--- config.mk ---
export PLATFORM = sky130hd
export DESIGN_NAME = clock_time_controller_flat
export DESIGN_NICKNAME = d
export VERILOG_FILES = /design/src/rtl/clock_ctrl_pkg.sv /design/src/rtl/clock_time_controller_if.sv /design/src/rtl/field_step.sv /design/src/rtl/clock_time_controller.sv /design/src/flat_wrapper.sv
export SDC_FILE = /design/constraint.sdc
export NUM_CORES = 1
export LEC_CHECK = 0
export ABC_AREA = 1
export BUFFER_PORTS_ARGS = -buffer_cell sky130_fd_sc_hd__buf_4
export CAP_MARGIN = 20
export CORE_UTILIZATION = 45
export DETAILED_ROUTE_END_ITERATION = 7
export GPL_TIMING_DRIVEN = 0
export PLACE_DENSITY = 0.73
export RECOVER_POWER = 50
export REMOVE_ABC_BUFFERS = 1
export SYNTH_ARGS = -nofsm -noshare
export SYNTH_HDL_FRONTEND = slang
export SYNTH_SLANG_ARGS = --single-unit
--- constraint.sdc ---
create_clock -name clk -period 3.4 [get_ports clk]
set_input_delay 0.68 -clock clk [delete_from_list [all_inputs] [get_ports clk]]
set_output_delay 0.68 -clock clk [all_outputs]
set_load 0.005 [all_outputs]
--- src/rtl/clock_ctrl_pkg.sv ---
// Shared types and constants for the digital clock controller.
//   mode_t  : user-visible operating mode (also the set_mode display select)
//   phase_t : command sequencing phase, one cycle each
//   ctrl_t  : one counter's en/load/clear control triple
package clock_ctrl_pkg;
    localparam int CNT_W       = 6;
    localparam int SEC_MAX_DEF = 59;
    localparam int MIN_MAX_DEF = 59;
    localparam int HR_MAX_DEF  = 23;

    localparam int F_SEC = 0;
    localparam int F_MIN = 1;
    localparam int F_HR  = 2;

    typedef enum logic [1:0] {
        MODE_RUN     = 2'd0,
        MODE_SET_HR  = 2'd1,
        MODE_SET_MIN = 2'd2
    } mode_t;

    typedef enum logic [1:0] {
        PH_IDLE   = 2'd0,
        PH_ISSUE  = 2'd1,
        PH_SETTLE = 2'd2
    } phase_t;

    typedef struct packed {
        logic en;
        logic load;
        logic clear;
    } ctrl_t;
endpackage

--- src/rtl/clock_time_controller_if.sv ---
// Controller <-> counter bank connection.
//   *_q            : counter outputs read back by the controller
//   *_en/load/clear: per-counter single-cycle commands
//   ld_val         : parallel-load value shared by all counters
// master = controller side, slave = counter bank side.
interface clock_time_controller_if;
    import clock_ctrl_pkg::*;

    logic [CNT_W-1:0] sec_q;
    logic [CNT_W-1:0] min_q;
    logic [CNT_W-1:0] hr_q;
    logic             sec_en, sec_load, sec_clear;
    logic             min_en, min_load, min_clear;
    logic             hr_en, hr_load, hr_clear;
    logic [CNT_W-1:0] ld_val;

    modport master (
        input  sec_q, min_q, hr_q,
        output sec_en, sec_load, sec_clear,
        output min_en, min_load, min_clear,
        output hr_en, hr_load, hr_clear,
        output ld_val
    );

    modport slave (
        output sec_q, min_q, hr_q,
        input  sec_en, sec_load, sec_clear,
        input  min_en, min_load, min_clear,
        input  hr_en, hr_load, hr_clear,
        input  ld_val
    );
endinterface

--- src/rtl/field_step.sv ---
// Combinational step helper for one time field.
//   q        : current field value
//   max_val  : terminal count
//   at_max   : q >= max_val (values above max count as wrap)
//   next_val : q+1, or 0 when at/above max
module field_step
    import clock_ctrl_pkg::*;
(
    input  logic [CNT_W-1:0] q,
    input  logic [CNT_W-1:0] max_val,
    output logic             at_max,
    output logic [CNT_W-1:0] next_val
);
    assign at_max   = (q >= max_val);
    assign next_val = at_max ? '0 : CNT_W'(q + CNT_W'(1));
endmodule

--- src/rtl/clock_time_controller.sv ---
// Digital clock sequencer: cascades sec/min/hr counters on tick_1hz and
// provides a button-driven set mode for hours and minutes.
//   clk, reset      : clock, asynchronous active-low reset
//   tick_1hz        : one-cycle pulse per second
//   btn_mode/btn_inc: one-cycle debounced button pulses
//   set_mode        : 0=RUN, 1=SET_HR, 2=SET_MIN
//   cnt             : counter bank connection (master side)
// All commands are registered single-cycle pulses; after a command the
// phase FSM spends ISSUE and SETTLE cycles so q is fresh before the next
// event is accepted. Events outside IDLE are dropped.
module clock_time_controller
    import clock_ctrl_pkg::*;
#(
    parameter int SEC_MAX = SEC_MAX_DEF,
    parameter int MIN_MAX = MIN_MAX_DEF,
    parameter int HR_MAX  = HR_MAX_DEF
) (
    input  logic                     clk,
    input  logic                     reset,
    input  logic                     tick_1hz,
    input  logic                     btn_mode,
    input  logic                     btn_inc,
    output logic [1:0]               set_mode,
    clock_time_controller_if.master  cnt
);
    logic [CNT_W-1:0] q_arr    [3];
    logic [CNT_W-1:0] next_arr [3];
    logic [2:0]       at_max;

    assign q_arr[F_SEC] = cnt.sec_q;
    assign q_arr[F_MIN] = cnt.min_q;
    assign q_arr[F_HR]  = cnt.hr_q;

    genvar gi;
    generate
        for (gi = 0; gi < 3; gi++) begin : g_step
            localparam int FMAX = (gi == F_SEC) ? SEC_MAX :
                                  (gi == F_MIN) ? MIN_MAX : HR_MAX;
            field_step u_step (
                .q        (q_arr[gi]),
                .max_val  (CNT_W'(FMAX)),
                .at_max   (at_max[gi]),
                .next_val (next_arr[gi])
            );
        end
    endgenerate

    mode_t            mode_reg, mode_next;
    phase_t           phase_reg, phase_next;
    ctrl_t [2:0]      ctrl_reg, ctrl_next;
    logic [CNT_W-1:0] ld_val_reg, ld_val_next;

    always_ff @(posedge clk or negedge reset) begin
        if (!reset) begin
            mode_reg   <= MODE_RUN;
            phase_reg  <= PH_IDLE;
            ctrl_reg   <= '0;
            ld_val_reg <= '0;
        end else begin
            mode_reg   <= mode_next;
            phase_reg  <= phase_next;
            ctrl_reg   <= ctrl_next;
            ld_val_reg <= ld_val_next;
        end
    end

    always_comb begin
        mode_next   = mode_reg;
        phase_next  = phase_reg;
        ctrl_next   = '0;
        ld_val_next = ld_val_reg;
        case (phase_reg)
            PH_ISSUE:  phase_next = PH_SETTLE;
            PH_SETTLE: phase_next = PH_IDLE;
            default: begin
                if (btn_mode) begin
                    case (mode_reg)
                        MODE_SET_HR: mode_next = MODE_SET_MIN;
                        MODE_SET_MIN: begin
                            // Leaving set mode restarts the seconds at 0.
                            mode_next              = MODE_RUN;
                            ctrl_next[F_SEC].clear = 1'b1;
                            phase_next             = PH_ISSUE;
                        end
                        default: begin
                            mode_next              = MODE_SET_HR;
                            ctrl_next[F_SEC].clear = 1'b1;
                            phase_next             = PH_ISSUE;
                        end
                    endcase
                end else if (btn_inc) begin
                    // btn_inc outranks tick even in RUN, where it is a no-op.
                    if (mode_reg == MODE_SET_HR) begin
                        ctrl_next[F_HR].load = 1'b1;
                        ld_val_next          = next_arr[F_HR];
                        phase_next           = PH_ISSUE;
                    end else if (mode_reg == MODE_SET_MIN) begin
                        ctrl_next[F_MIN].load = 1'b1;
                        ld_val_next           = next_arr[F_MIN];
                        phase_next            = PH_ISSUE;
                    end
                end else if (tick_1hz && mode_reg == MODE_RUN) begin
                    // Each field wraps with clear; a carry ripples only while
                    // every lower field is at (or beyond) its terminal count.
                    ctrl_next[F_SEC].clear = at_max[F_SEC];
                    ctrl_next[F_SEC].en    = !at_max[F_SEC];
                    if (at_max[F_SEC]) begin
                        ctrl_next[F_MIN].clear = at_max[F_MIN];
                        ctrl_next[F_MIN].en    = !at_max[F_MIN];
                        if (at_max[F_MIN]) begin
                            ctrl_next[F_HR].clear = at_max[F_HR];
                            ctrl_next[F_HR].en    = !at_max[F_HR];
                        end
                    end
                    phase_next = PH_ISSUE;
                end
            end
        endcase
    end

    assign set_mode      = mode_reg;
    assign cnt.ld_val    = ld_val_reg;
    assign cnt.sec_en    = ctrl_reg[F_SEC].en;
    assign cnt.sec_load  = ctrl_reg[F_SEC].load;
    assign cnt.sec_clear = ctrl_reg[F_SEC].clear;
    assign cnt.min_en    = ctrl_reg[F_MIN].en;
    assign cnt.min_load  = ctrl_reg[F_MIN].load;
    assign cnt.min_clear = ctrl_reg[F_MIN].clear;
    assign cnt.hr_en     = ctrl_reg[F_HR].en;
    assign cnt.hr_load   = ctrl_reg[F_HR].load;
    assign cnt.hr_clear  = ctrl_reg[F_HR].clear;
endmodule

--- src/flat_wrapper.sv ---
// flat-port wrapper written by rule: the top's interface ports become plain ports
module clock_time_controller_flat import clock_ctrl_pkg::*;
#(
    parameter int SEC_MAX = SEC_MAX_DEF,
    parameter int MIN_MAX = MIN_MAX_DEF,
    parameter int HR_MAX  = HR_MAX_DEF
)
  (clk, reset, tick_1hz, btn_mode, btn_inc, set_mode, cnt_sec_q, cnt_min_q, cnt_hr_q, cnt_sec_en, cnt_sec_load, cnt_sec_clear, cnt_min_en, cnt_min_load, cnt_min_clear, cnt_hr_en, cnt_hr_load, cnt_hr_clear, cnt_ld_val);
  clock_time_controller_if cnt_i ();
  input  logic clk;
  input  logic reset;
  input  logic tick_1hz;
  input  logic btn_mode;
  input  logic btn_inc;
  output logic [1:0] set_mode;
  input wire logic [$bits(cnt_i.sec_q)-1:0] cnt_sec_q;
  input wire logic [$bits(cnt_i.min_q)-1:0] cnt_min_q;
  input wire logic [$bits(cnt_i.hr_q)-1:0] cnt_hr_q;
  output wire logic [$bits(cnt_i.sec_en)-1:0] cnt_sec_en;
  output wire logic [$bits(cnt_i.sec_load)-1:0] cnt_sec_load;
  output wire logic [$bits(cnt_i.sec_clear)-1:0] cnt_sec_clear;
  output wire logic [$bits(cnt_i.min_en)-1:0] cnt_min_en;
  output wire logic [$bits(cnt_i.min_load)-1:0] cnt_min_load;
  output wire logic [$bits(cnt_i.min_clear)-1:0] cnt_min_clear;
  output wire logic [$bits(cnt_i.hr_en)-1:0] cnt_hr_en;
  output wire logic [$bits(cnt_i.hr_load)-1:0] cnt_hr_load;
  output wire logic [$bits(cnt_i.hr_clear)-1:0] cnt_hr_clear;
  output wire logic [$bits(cnt_i.ld_val)-1:0] cnt_ld_val;
  assign cnt_i.sec_q = cnt_sec_q;
  assign cnt_i.min_q = cnt_min_q;
  assign cnt_i.hr_q = cnt_hr_q;
  assign cnt_sec_en = cnt_i.sec_en;
  assign cnt_sec_load = cnt_i.sec_load;
  assign cnt_sec_clear = cnt_i.sec_clear;
  assign cnt_min_en = cnt_i.min_en;
  assign cnt_min_load = cnt_i.min_load;
  assign cnt_min_clear = cnt_i.min_clear;
  assign cnt_hr_en = cnt_i.hr_en;
  assign cnt_hr_load = cnt_i.hr_load;
  assign cnt_hr_clear = cnt_i.hr_clear;
  assign cnt_ld_val = cnt_i.ld_val;
  clock_time_controller #(.SEC_MAX(SEC_MAX), .MIN_MAX(MIN_MAX), .HR_MAX(HR_MAX)) u_core (.clk(clk), .reset(reset), .tick_1hz(tick_1hz), .btn_mode(btn_mode), .btn_inc(btn_inc), .set_mode(set_mode), .cnt(cnt_i));
endmodule
# Word level (Yosys, flattened, before mapping)
# Cells that the tools add are included.
# totals
output_inout_bits	17
latchBits	0
ramBits	0
rom_bits	0
reg_bits	18
mem_count	0
word_cells	70
# op_classes
add_sub_neg	2
n_bitwise	2
n_mux	35
n_eq_ne	6
n_mul	0
shift	0
reduce_logical	11
div_mod_pow	0
order_cmp	3
# op_table
operator	count
$mux W6	4
$mux W2	11
$mux W1	16
$mux W7	2
$add A6 B1 Y6 const B	2
$ge A6 B6 Y1 const B	2
$pmux W2 S2	2
$ge A6 B5 Y1 const B	1
$ne A6 B2 Y1 const B	1
$reduce_bool A5 Y1	1
$eq A2 B1 Y1 const B	2
$eq A2 B2 Y1 const B	2
$ne A4 B4 Y1 const B	1
$reduce_and A4 Y1	1
$logic_not A1 Y1	3
$reduce_and A3 Y1	1
$logic_not A2 Y1	1
$not A1 Y1	2
$reduce_and A2 Y1	1
$reduce_bool A2 Y1	1
$reduce_or A2 Y1	1
$logic_and A1 B1 Y1	1

# Logic depth before layout (Yosys ltp)
# Gate-level depths: netlist of the first run.
# logic_depth
word_depth	8
depth_mapped	8
mapped_depth_nobuf	8

# By module
# A second synthesis of the first run with hierarchy kept.
# unflattened
cells_unflattened	263
hier_area_um2	1755.4
# modules_own_cells
module	n_inst	cells_each	area_per_inst_um2
clock_time_controller	1	110	907.1
field_step	3	51	282.8

# Least setup slack after synthesis of the first run
# Ideal clock, no wire load.
# synth_timing
kind	input to register
from	in cnt_hr_q[0]
to	reg u_core.ld_val_reg[1], in the netlist u_core.cnt.ld_val[1]
setup_slack_ps	1870
cell_stages	8
setup_ps	65
arrival_ps	1465
path_cell_list	ha_1 nand2_1 nand2_1 nand2_2 nand3_1 o21ai_0 nand2_1 nand2_1
# synth_between
elab_chain_len	3
# synth_rtl
item	line_no	source
from (decl)	flat_wrapper.sv:18	input wire logic [$bits(cnt_i.hr_q)-1:0] cnt_hr_q;
$add A6 B1 Y6 / $ge A6 B5 Y1 (equally long branches)	field_step.sv:15, field_step.sv:14	
$mux W6 (*)	field_step.sv:15	assign next_val = at_max ? '0 : CNT_W'(q + CNT_W'(1));
$mux W6 (*)	clock_time_controller.sv:93	if (mode_reg == MODE_SET_HR) begin
to (signal assigned)	clock_time_controller.sv:63	ld_val_reg <= ld_val_next;
to (decl)	clock_time_controller.sv:51	logic [CNT_W-1:0] ld_val_reg, ld_val_next;
# Every way passes the cells marked *; elsewhere a longest branch is shown, timed or not.
# A chain may end at the register's enable or synchronous reset.

# Worst setup path after layout of the first run
# layout_timing
from	reg u_core.phase_reg[0]
to	reg u_core.ld_val_reg[5], in the netlist u_core.cnt.ld_val[5]
# layout_between
elab_chain_len	4
# layout_rtl
item	line_no	source
from (decl)	clock_time_controller.sv:49	phase_t phase_reg, phase_next;
from (signal assigned)	clock_time_controller.sv:61	phase_reg <= phase_next;
$eq A2 B1 Y1 / $eq A2 B2 Y1 (equally long branches)	clock_time_controller.sv:72	case (phase_reg)
$reduce_or A2 Y1 (no line) (*)	-	
$not A1 Y1 (no line) (*)	-	
$reduce_and A4 Y1 (no line) (*)	-	
# Marks and branches as above.

==> flow_summary.toml, run 1 <==
[logic_synthesis]
ys_warn_count = 0
syn-mean-instance-area_um2 = 7.869
yosys.area.top_type = "dfrtp_1"
synth_top_area_share_pct = 42.40
netlist_area_um2 = 1062
netlist_top_cells_area = "dfrtp_1 (42%), nand2_1 (11%), ha_1 (8.2%), inv_1 (7.4%), nor2_1 (6.7%)"
syn_inst = 135
ys_ff_latch = 18
ys_seq_area_share_pct = 42.40
yosysUniqueCellTypes = 24

[timing]
min_period_over_period_pct = 45.82
fin_tns_setup_ns = 0
skew_ns = 0.01257
maxClockFrequency_mhz = 641.9
slew_headroom_pct = 38.79
fin_ws_ns = 1.842
setup_viol = 0
holdWs_ns = 0.4851
hold_violations = 0
worst_pin_slew_ns = 0.9181
min_period_ns = 1.558
rsz0062_at_grt = "false"
slew_violations = 0

[route]
vias = 936
drtIter0Drc = 2
drc_errors = 0
wire_per_inst_um = 9.971
dr.pass1.iters = 4
ant_nets = 0
vias_per_cell = 4.588
drt_wl_total_um = 2034

[clock_tree]
root_buffer = "clkbuf_4"
cts.path.max_buffers = 2
cts_tree = "built"
holdBufCountCts = 0
h-tree-depth = 1
cts-resized-gates = 0
numCtsBuffers = 3
clkTransAtPathRegs_ns = 0.11
cts_num_sinks = 18
cts_setup_buffers = 0
clk-insertion-delay-late_ns = 0.29

[grt]
grt_max_degree = 19
grt_overflow_total = 0
grt_antenna_before_repair = 0
grt_pass1_vias = 917
grt_use_total_pct = 17.98
grt_pass1_wl_um = 3574

[hold_path]
min_path_type = "in -> async"

[power]
leakage_nw = 0.7626
power_density_nw_per_um2 = 602.5
power.total_uw = 837.5
seq_power_share_pct = 38.5
switching_share_pct = 37.36
ir_worst_vdd_mv = 0.4384
power.share.clock_pct = 15.3
pwr-share-comb_pct = 46.2
intPower_uw = 524.6
switchingPower_uw = 312.9

[layout]
drive_gt1_share_pct = 28.98
regArea_um2 = 450.4
utilization_pct = 62.84
n_fill_cell = 215
design_area_um2 = 1390
final_common_cell = "buf_4"
diodes = 0
area_delta_synth_final_pct = 30.86
multiInputGateArea_um2 = 504.2
mostFrequentLayoutCells = "buf_4 (34), nand2_1 (31), inv_1 (21), nor2_1 (19), dfrtp_1 (18)"
final_net_count = 207
final_cells = 204
largest_reg_flops = 6

[placed_design]
io_buffer_count = 38
place_area_um2 = 1375
dp_slack_ns = 1.506
dp.cells = 200
finalWeightedCongestion = 0.8365
post-dp-hpwl_um = 1719

[floorplanning]
dieHeight_um = 50.59
boundaryPins = 40
rows = 17
die-width_um = 50.59
die-area_um2 = 2559
start_util_pct = 48.02
core_area_um2 = 2212

[setup_path]
path_class = "reg -> reg"
r2r-start = "u_core.phase_reg[0]"
cp_max_fo = 9
startpoint = "u_core.phase_reg[0]"
crit_arrival_ns = 1.75
crit_required_ns = 3.59
cp-end-kind = "register"
start_kind = "register"

[status]
status = "finished clean"

[job]
cap_violations = 0
[cell usage after synthesis]
cell type and count:
conb_1 1, nand3b_4 1, xor2_1 1, nand2_1 31, o21ai_0 10, inv_1 21
nand4_1 4, nand3_1 6, o21ai_1 1, dfrtp_1 18, o211ai_1 1, nand2_2 2
and2b_2 1, a21oi_2 1, nor2_4 1, xnor2_1 1, nor3_2 1, nor2_1 19
buf_4 1, nor2_2 3, nand3_2 1, nand3b_1 1, ha_1 7, inv_2 1
[logic make-up (layout without fill, tap and decap cells)]
| kind of cell | Yosys count | in the layout | synth area share, % |
|---|---|---|---|
| AOI/OAI and AO/OA | 13 | 13 | 6.714 |
| xor gates and xnor gates | 2 | 2 | 1.649 |
| adders and majority gates | 7 | 7 | 8.245 |
| buffers and inverters | 23 | 64 | 8.481 |
| DFF | 18 | 18 | 42.40 |
| other | 1 | 1 | 0.3530 |
| and+or+nand+nor | 71 | 71 | 32.16 |
[path summary, 6_finish.rpt]
check / endpoint / slack [ns] / cells past startpoint
worst max-delay path: u_core.cnt.ld_val[5] / 1.84 / 7
worst max register to register: u_core.cnt.ld_val[5] / 1.84 / 7
worst min-delay path: u_core.cnt.min_load / 0.49 / 1
min in group clk: u_core.cnt.ld_val[1] / 0.50 / 2
worst min register to register: u_core.cnt.ld_val[1] / 0.50 / 2
max in group asynchronous: u_core.cnt.ld_val[3] / 2.34 / 1
[layer usage]
layer,wire length [um],global-route usage (%),part of all wire [%]
met4,0,2.315,0
met3,111,4.545,5.5
met1,863,19.62,42
met2,1059,35.11,52
met5,0,0,0
[layout make-up]
cell class,count,share of cell area [%]
clock buffers,4,2.610
well taps,28,2.520
inverters,22,5.941
multi-input cells,94,36.27
flip-flops and latches,18,32.40
repair buffers,38,20.25
[critical path, cell delays in order, from the launching register on]
cell      delay, ns
dfrtp_1        0.39
inv_1          0.05
ha_1           0.32
nand3b_1       0.21
nor2_4         0.24
inv_1          0.11
nand2_1        0.07
o21ai_1        0.06
[power by group through the flow]
stage / clock [mW] / combinational (mW) / sequential, mW
6_report: 0.128 / 0.387 / 0.323
5_1_grt: 0.144 / 0.445 / 0.329
4_1_cts: 0.133 / 0.407 / 0.323
3_5_place_dp: 0 / 0.405 / 0.327
3_3_place_gp: 0 / 0.390 / 0.326
2_1_floorplan: 0 / 0.235 / 0.327
Note: power is estimated with default switching activity, not from simulation.
==> run 2: changes to the inputs <==
--- a/config.mk
+++ b/config.mk
@@ -5,13 +5,13 @@
 export SDC_FILE = /design/constraint.sdc
 export NUM_CORES = 1
 export LEC_CHECK = 0
-export ABC_AREA = 1
+export ABC_AREA = 0
 export BUFFER_PORTS_ARGS = -buffer_cell sky130_fd_sc_hd__buf_4
 export CAP_MARGIN = 20
-export CORE_UTILIZATION = 45
+export CORE_UTILIZATION = 42
 export DETAILED_ROUTE_END_ITERATION = 7
 export GPL_TIMING_DRIVEN = 0
-export PLACE_DENSITY = 0.73
+export PLACE_DENSITY = 0.72
 export RECOVER_POWER = 50
 export REMOVE_ABC_BUFFERS = 1
 export SYNTH_ARGS = -nofsm -noshare
==> constraint.sdc (replaced) <==
create_clock -name clk -period 1.4 [get_ports clk]
set_input_delay 0.28 -clock clk [delete_from_list [all_inputs] [get_ports clk]]
set_output_delay 0.28 -clock clk [all_outputs]
set_load 0.005 [all_outputs]
==> flow_summary.toml, run 2 <==
[status]
status = "finished with violations"
violations = "negative setup slack"

[floorplanning]
dieHeight_um = 50.97
core_area_um2 = 2233
rows = 17
die-area_um2 = 2598
start_util_pct = 45.10
boundaryPins = 40
die-width_um = 50.97

[placed_design]
finalWeightedCongestion = 0.7748
post-dp-hpwl_um = 1629
io_buffer_count = 38

[grt]
grt_overflow_total = 0
grt_use_total_pct = 22.34
grt_pass1_vias = 923
grt_max_degree = 19
grt_pass1_wl_um = 4050
grt_antenna_before_repair = 0

[clock_tree]
cts_num_sinks = 18
root_buffer = "clkbuf_4"
h-tree-depth = 1
clk-insertion-delay-late_ns = 0.30
numCtsBuffers = 3
clkTransAtPathRegs_ns = 0.11
cts_tree = "built"
cts.path.max_buffers = 2

[logic_synthesis]
ys_seq_area_share_pct = 44.72
ys_ff_latch = 18
ys_warn_count = 0
synth.most_common_cell = "dfrtp_1"
synth-edff-count = 0
netlist_top_cells_count = "dfrtp_1 (18), nand2_1 (12), nor2_1 (9)"
syn-mean-instance-area_um2 = 9.326
synthArstFlopShare_pct = 100.0
netlist_top_cells_area = "dfrtp_1 (45%), ha_1 (8.7%), nand2_1 (4.5%), a21oi_1 (4.0%), nor2_1 (3.4%)"
synth_top_area_share_pct = 44.72
netlist_area_um2 = 1007
yosysUniqueCellTypes = 32
synthFlopType = "dfrtp_1"
syn_inst = 108
yosys.area.top_type = "dfrtp_1"

[timing]
rsz0062_at_grt = "true"
fin_tns_setup_ns = -1.577
skew_ns = 0.01545
min_period_over_period_pct = 119.1
fin_ws_ns = -0.2668
setup_viol = 16
min_period_ns = 1.667
slew_violations = 0
holdWs_ns = 0.1660
maxClockFrequency_mhz = 600.0
hold_violations = 0

[hold_path]
min_path_type = "in -> reg"
min_from = "cnt_hr_q[5]"

[setup_path]
startpoint = "u_core.phase_reg[0]"
path_class = "reg -> reg"
r2r-start = "u_core.phase_reg[0]"
cp_max_fo = 4
crit_required_ns = 1.60
crit_arrival_ns = 1.86
start_kind = "register"
cp-end-kind = "register"

[power]
ir_worst_vdd_mv = 1.124
leakage_nw = 0.7755
power_density_nw_per_um2 = 1679

[route]
dr.pass1.iters = 4
drt_wl_total_um = 2528
drtIter0Drc = 3
wire_per_inst_um = 13.74
vias_per_cell = 5.196
drc_errors = 0
ant_nets = 0
vias = 956

[layout]
mostFrequentLayoutCells = "buf_4 (45), dfrtp_1 (18), nand2_1 (10), nor2_1 (9)"
final_common_cell = "buf_4"
diodes = 0
n_fill_cell = 177
final_net_count = 188
regArea_um2 = 450.4
drive_gt1_share_pct = 46.15
area_delta_synth_final_pct = 52.55
largest_reg_flops = 6
multiInputGateArea_um2 = 640.6

[job]
cap_violations = 0
run 2: cell count changes after synthesis, moves of 4 or more:
cell	previous run	this run
nand2_1	31	12
o21ai_0	10	5
nor3_1	0	4
nand4_1	4	0
inv_1	21	8
a21oi_1	0	8
nor2_1	19	9
run 2: logic make-up (layout without fill, tap and decap cells):
group / after synthesis / in the layout / share of synthesized area [%]
mux: 3 / 3 / 3.354
flops: 18 / 18 / 44.72
compound gates: 25 / 25 / 15.53
xor+xnor: 3 / 3 / 2.609
fa+ha+maj: 7 / 7 / 8.695
simple gates: 40 / 40 / 20.00
other cells: 1 / 1 / 0.3723
buf+inv: 11 / 59 / 4.721
run 2: final cells by class:
| type | instances | share of cell area, % |
|---|---|---|
| clock buffers | 3 | 1.466 |
| inverters | 8 | 1.954 |
| multi-input cells | 79 | 41.69 |
| flip-flops and latches | 18 | 29.32 |
| well taps | 28 | 2.280 |
| repair buffers | 48 | 23.29 |
run 2: metrics by stage:
stage	std cells	power [mW]	worst slack (ns)	instance area [um2]	utilization, %
floorplan	105	1.319	-0.2458	989.7	-
global placement	171	1.669	-0.3038	1310	58.66
detailed placement	171	1.720	-0.3933	1310	58.66
CTS	182	2.402	-0.2382	1490	66.72
global route	184	2.777	-0.3314	1536	68.80
finish	184	2.580	-0.2668	1536	68.80
run 2: path summary, 6_finish.rpt:
check	slack, ns	cells past startpoint	end
setup reg to reg	-0.27	5	u_core.phase_reg[0]
hold / removal	0.17	2	u_core.cnt.hr_en
setup / recovery	-0.27	5	u_core.phase_reg[0]
hold reg to reg	0.49	2	u_core.cnt.ld_val[1]
min in group asynchronous	0.44	2	u_core.cnt.min_load
max in group asynchronous	0.63	2	u_core.cnt.ld_val[3]
run 2: repair_timing:
action,CTS,global route
setup endpoints to repair,14,16
resized for setup,16,10
hold buffers,1,0
pin swaps,1,0
endpoints found under the hold margin,18,0
gates cloned,0,0
setup buffers,7,2
run 2: per-layer routing:
metal / vias to the layer above / track usage (%) / part of all wire [%]
li1: 468 / - / -
met1: 442 / 24.34 / 41
met2: 36 / 37.28 / 50
met3: 10 / 4.464 / 5.6
met4: 0 / 18.06 / 3.8
met5: - / 0 / 0
run 2: critical path, stage by stage, from the launching register on:
cell and delay (ns):
dfrtp_1 0.41, inv_2 0.08, ha_4 0.21, and3b_4 0.19, a221oi_4 0.34, mux2_4 0.34
run 2: power breakdown:
group          internal [mW]  switching (mW)  total [mW]
clock                  0.100           0.163       0.263
sequential             0.679          0.0921       0.771
combinational          0.842           0.704        1.55
==> run 3: changes to the inputs <==
--- a/config.mk
+++ b/config.mk
@@ -5,15 +5,16 @@
 export SDC_FILE = /design/constraint.sdc
 export NUM_CORES = 1
 export LEC_CHECK = 0
-export ABC_AREA = 0
+export ABC_AREA = 1
 export BUFFER_PORTS_ARGS = -buffer_cell sky130_fd_sc_hd__buf_4
 export CAP_MARGIN = 20
-export CORE_UTILIZATION = 42
+export CORE_UTILIZATION = 43
 export DETAILED_ROUTE_END_ITERATION = 7
 export GPL_TIMING_DRIVEN = 0
-export PLACE_DENSITY = 0.72
+export PLACE_DENSITY = 0.73
 export RECOVER_POWER = 50
 export REMOVE_ABC_BUFFERS = 1
+export SKIP_LAST_GASP = 1
 export SYNTH_ARGS = -nofsm -noshare
 export SYNTH_HDL_FRONTEND = slang
 export SYNTH_SLANG_ARGS = --single-unit
==> flow_summary.toml, run 3 (synthesized netlist as in run 1, its figures left out) <==
[status]
status = "finished with violations"
violations = "negative setup slack"

[floorplanning]
start_util_pct = 46.67
die-width_um = 51.71
dieHeight_um = 51.71
die-area_um2 = 2673
boundaryPins = 40
core_area_um2 = 2276
rows = 17

[timing]
slew_violations = 0
rsz0062_at_grt = "true"
hold_violations = 0
maxClockFrequency_mhz = 694.6
holdWs_ns = 0.2524
min_period_over_period_pct = 102.8
skew_ns = 0.01286
fin_ws_ns = -0.03962
setup_viol = 3
min_period_ns = 1.440

[layout]
area_delta_synth_final_pct = 45.82
final_common_cell = "buf_4"
final_cells = 212
largest_reg_flops = 6
drive_gt1_share_pct = 38.59
diodes = 0
mostFrequentLayoutCells = "buf_4 (41), nand2_1 (30), inv_1 (19), nor2_1 (18), dfrtp_1 (18)"
final_net_count = 215

[grt]
grt_max_degree = 19
grt_overflow_total = 0
grt_use_total_pct = 18.77
grt_pass1_vias = 892
grt_antenna_before_repair = 0
grt_pass1_wl_um = 3663

[route]
vias_per_cell = 4.722
vias = 1001
drt_wl_total_um = 2292
met3WireLength_um = 83
dr.pass1.iters = 4
wl_met1_um = 981
drc_errors = 0
drtIter0Drc = 7
wl_met2_um = 1209
wire_per_inst_um = 10.81
top_layer = "met4"
ant_nets = 0

[clock_tree]
clkTransAtPathRegs_ns = 0.12
cts.path.max_buffers = 2
root_buffer = "clkbuf_4"
numCtsBuffers = 3
cts_tree = "built"
cts_num_sinks = 18
clk-insertion-delay-late_ns = 0.31
h-tree-depth = 1

[power]
power.total_mw = 2.449
leakage_nw = 0.8308
ir_worst_vdd_mv = 1.128
power_density_nw_per_um2 = 1581

[setup_path]
worstPathCellList = "ha_4 > inv_4 > nor3_4 > nand2_1 > o211ai_1 > buf_4 > nand2_1 > o21ai_1"
crit_path_frequent_cell = "nand2_1"
start_kind = "register"
path_class = "reg -> reg"
cp_slowest_cell = "dfrtp_1"
crit_required_ns = 1.64
cp-end-kind = "register"
cp_max_fo = 4
slowest_delay_ns = 0.44
crit_arrival_ns = 1.68

[placed_design]
finalWeightedCongestion = 0.7424
io_buffer_count = 38
post-dp-hpwl_um = 1749
dp.cells = 200

[hold_path]
min_path_type = "in -> reg"

[job]
cap_violations = 0
run 3: metal layers:
metal	up-vias	track usage, %
met3	2	3.509
met1	450	22.01
met4	0	5.405
li1	522	-
met5	-	0
met2	27	34.42
run 3: worst paths after layout:
path | startpoint | endpoint | slack (ns) | cells after the start
min in group asynchronous | reset | u_core.phase_reg[0] | 0.42 | 2
min reg2reg | u_core.cnt.ld_val[1] | u_core.cnt.ld_val[1] | 0.51 | 2
max | u_core.phase_reg[1] | u_core.phase_reg[1] | -0.04 | 8
min | cnt_hr_q[5] | u_core.cnt.hr_en | 0.25 | 4
max reg2reg | u_core.phase_reg[1] | u_core.phase_reg[1] | -0.04 | 8
max in group asynchronous | reset | u_core.cnt.ld_val[5] | 0.66 | 2
run 3: timing repair:
item	in CTS	in global routing
hold buffers	1	0
setup buffers	4	3
pin swaps	2	4
endpoints found under the hold margin	18	0
setup endpoints to repair	13	13
resized for setup	6	15
run 3: metrics by stage:
step	worst slack, ns	instance area [um2]	TNS (ns)	utilization [%]
after floorplan	0.04860	1055	0	-
after global placement	-0.05628	1375	-0.3062	60.42
after detailed placement	-0.1136	1375	-0.8209	60.42
after CTS	-0.01975	1473	-0.05682	64.71
after global routing	-0.1436	1549	-0.6765	68.06
final	-0.03962	1549	-0.07835	68.06
run 3: power breakdown:
group | total, mW | switching [mW] | internal (mW)
clock network | 0.334 | 0.175 | 0.159
registers | 0.786 | 0.104 | 0.682
logic | 1.33 | 0.666 | 0.663
run 3: worst max-delay path: cells and delay by family, from the launching register on:
family / cells / cell delay (ns)
fa+ha+maj: 1 / 0.32
compound gates: 2 / 0.18
buf+inv: 2 / 0.20
simple gates: 3 / 0.25
flops: 1 / 0.44
run 3: final cells by class:
type / instances / area (um2)
Timing Repair Buffer: 46 / 349.1
Tap cell: 28 / 35.03
Inverter: 22 / 85.08
Clock buffer: 4 / 36.28
Sequential cell: 18 / 450.4
Multi-Input combinational cell: 94 / 593.1
Fill cell: 194 / 726.9
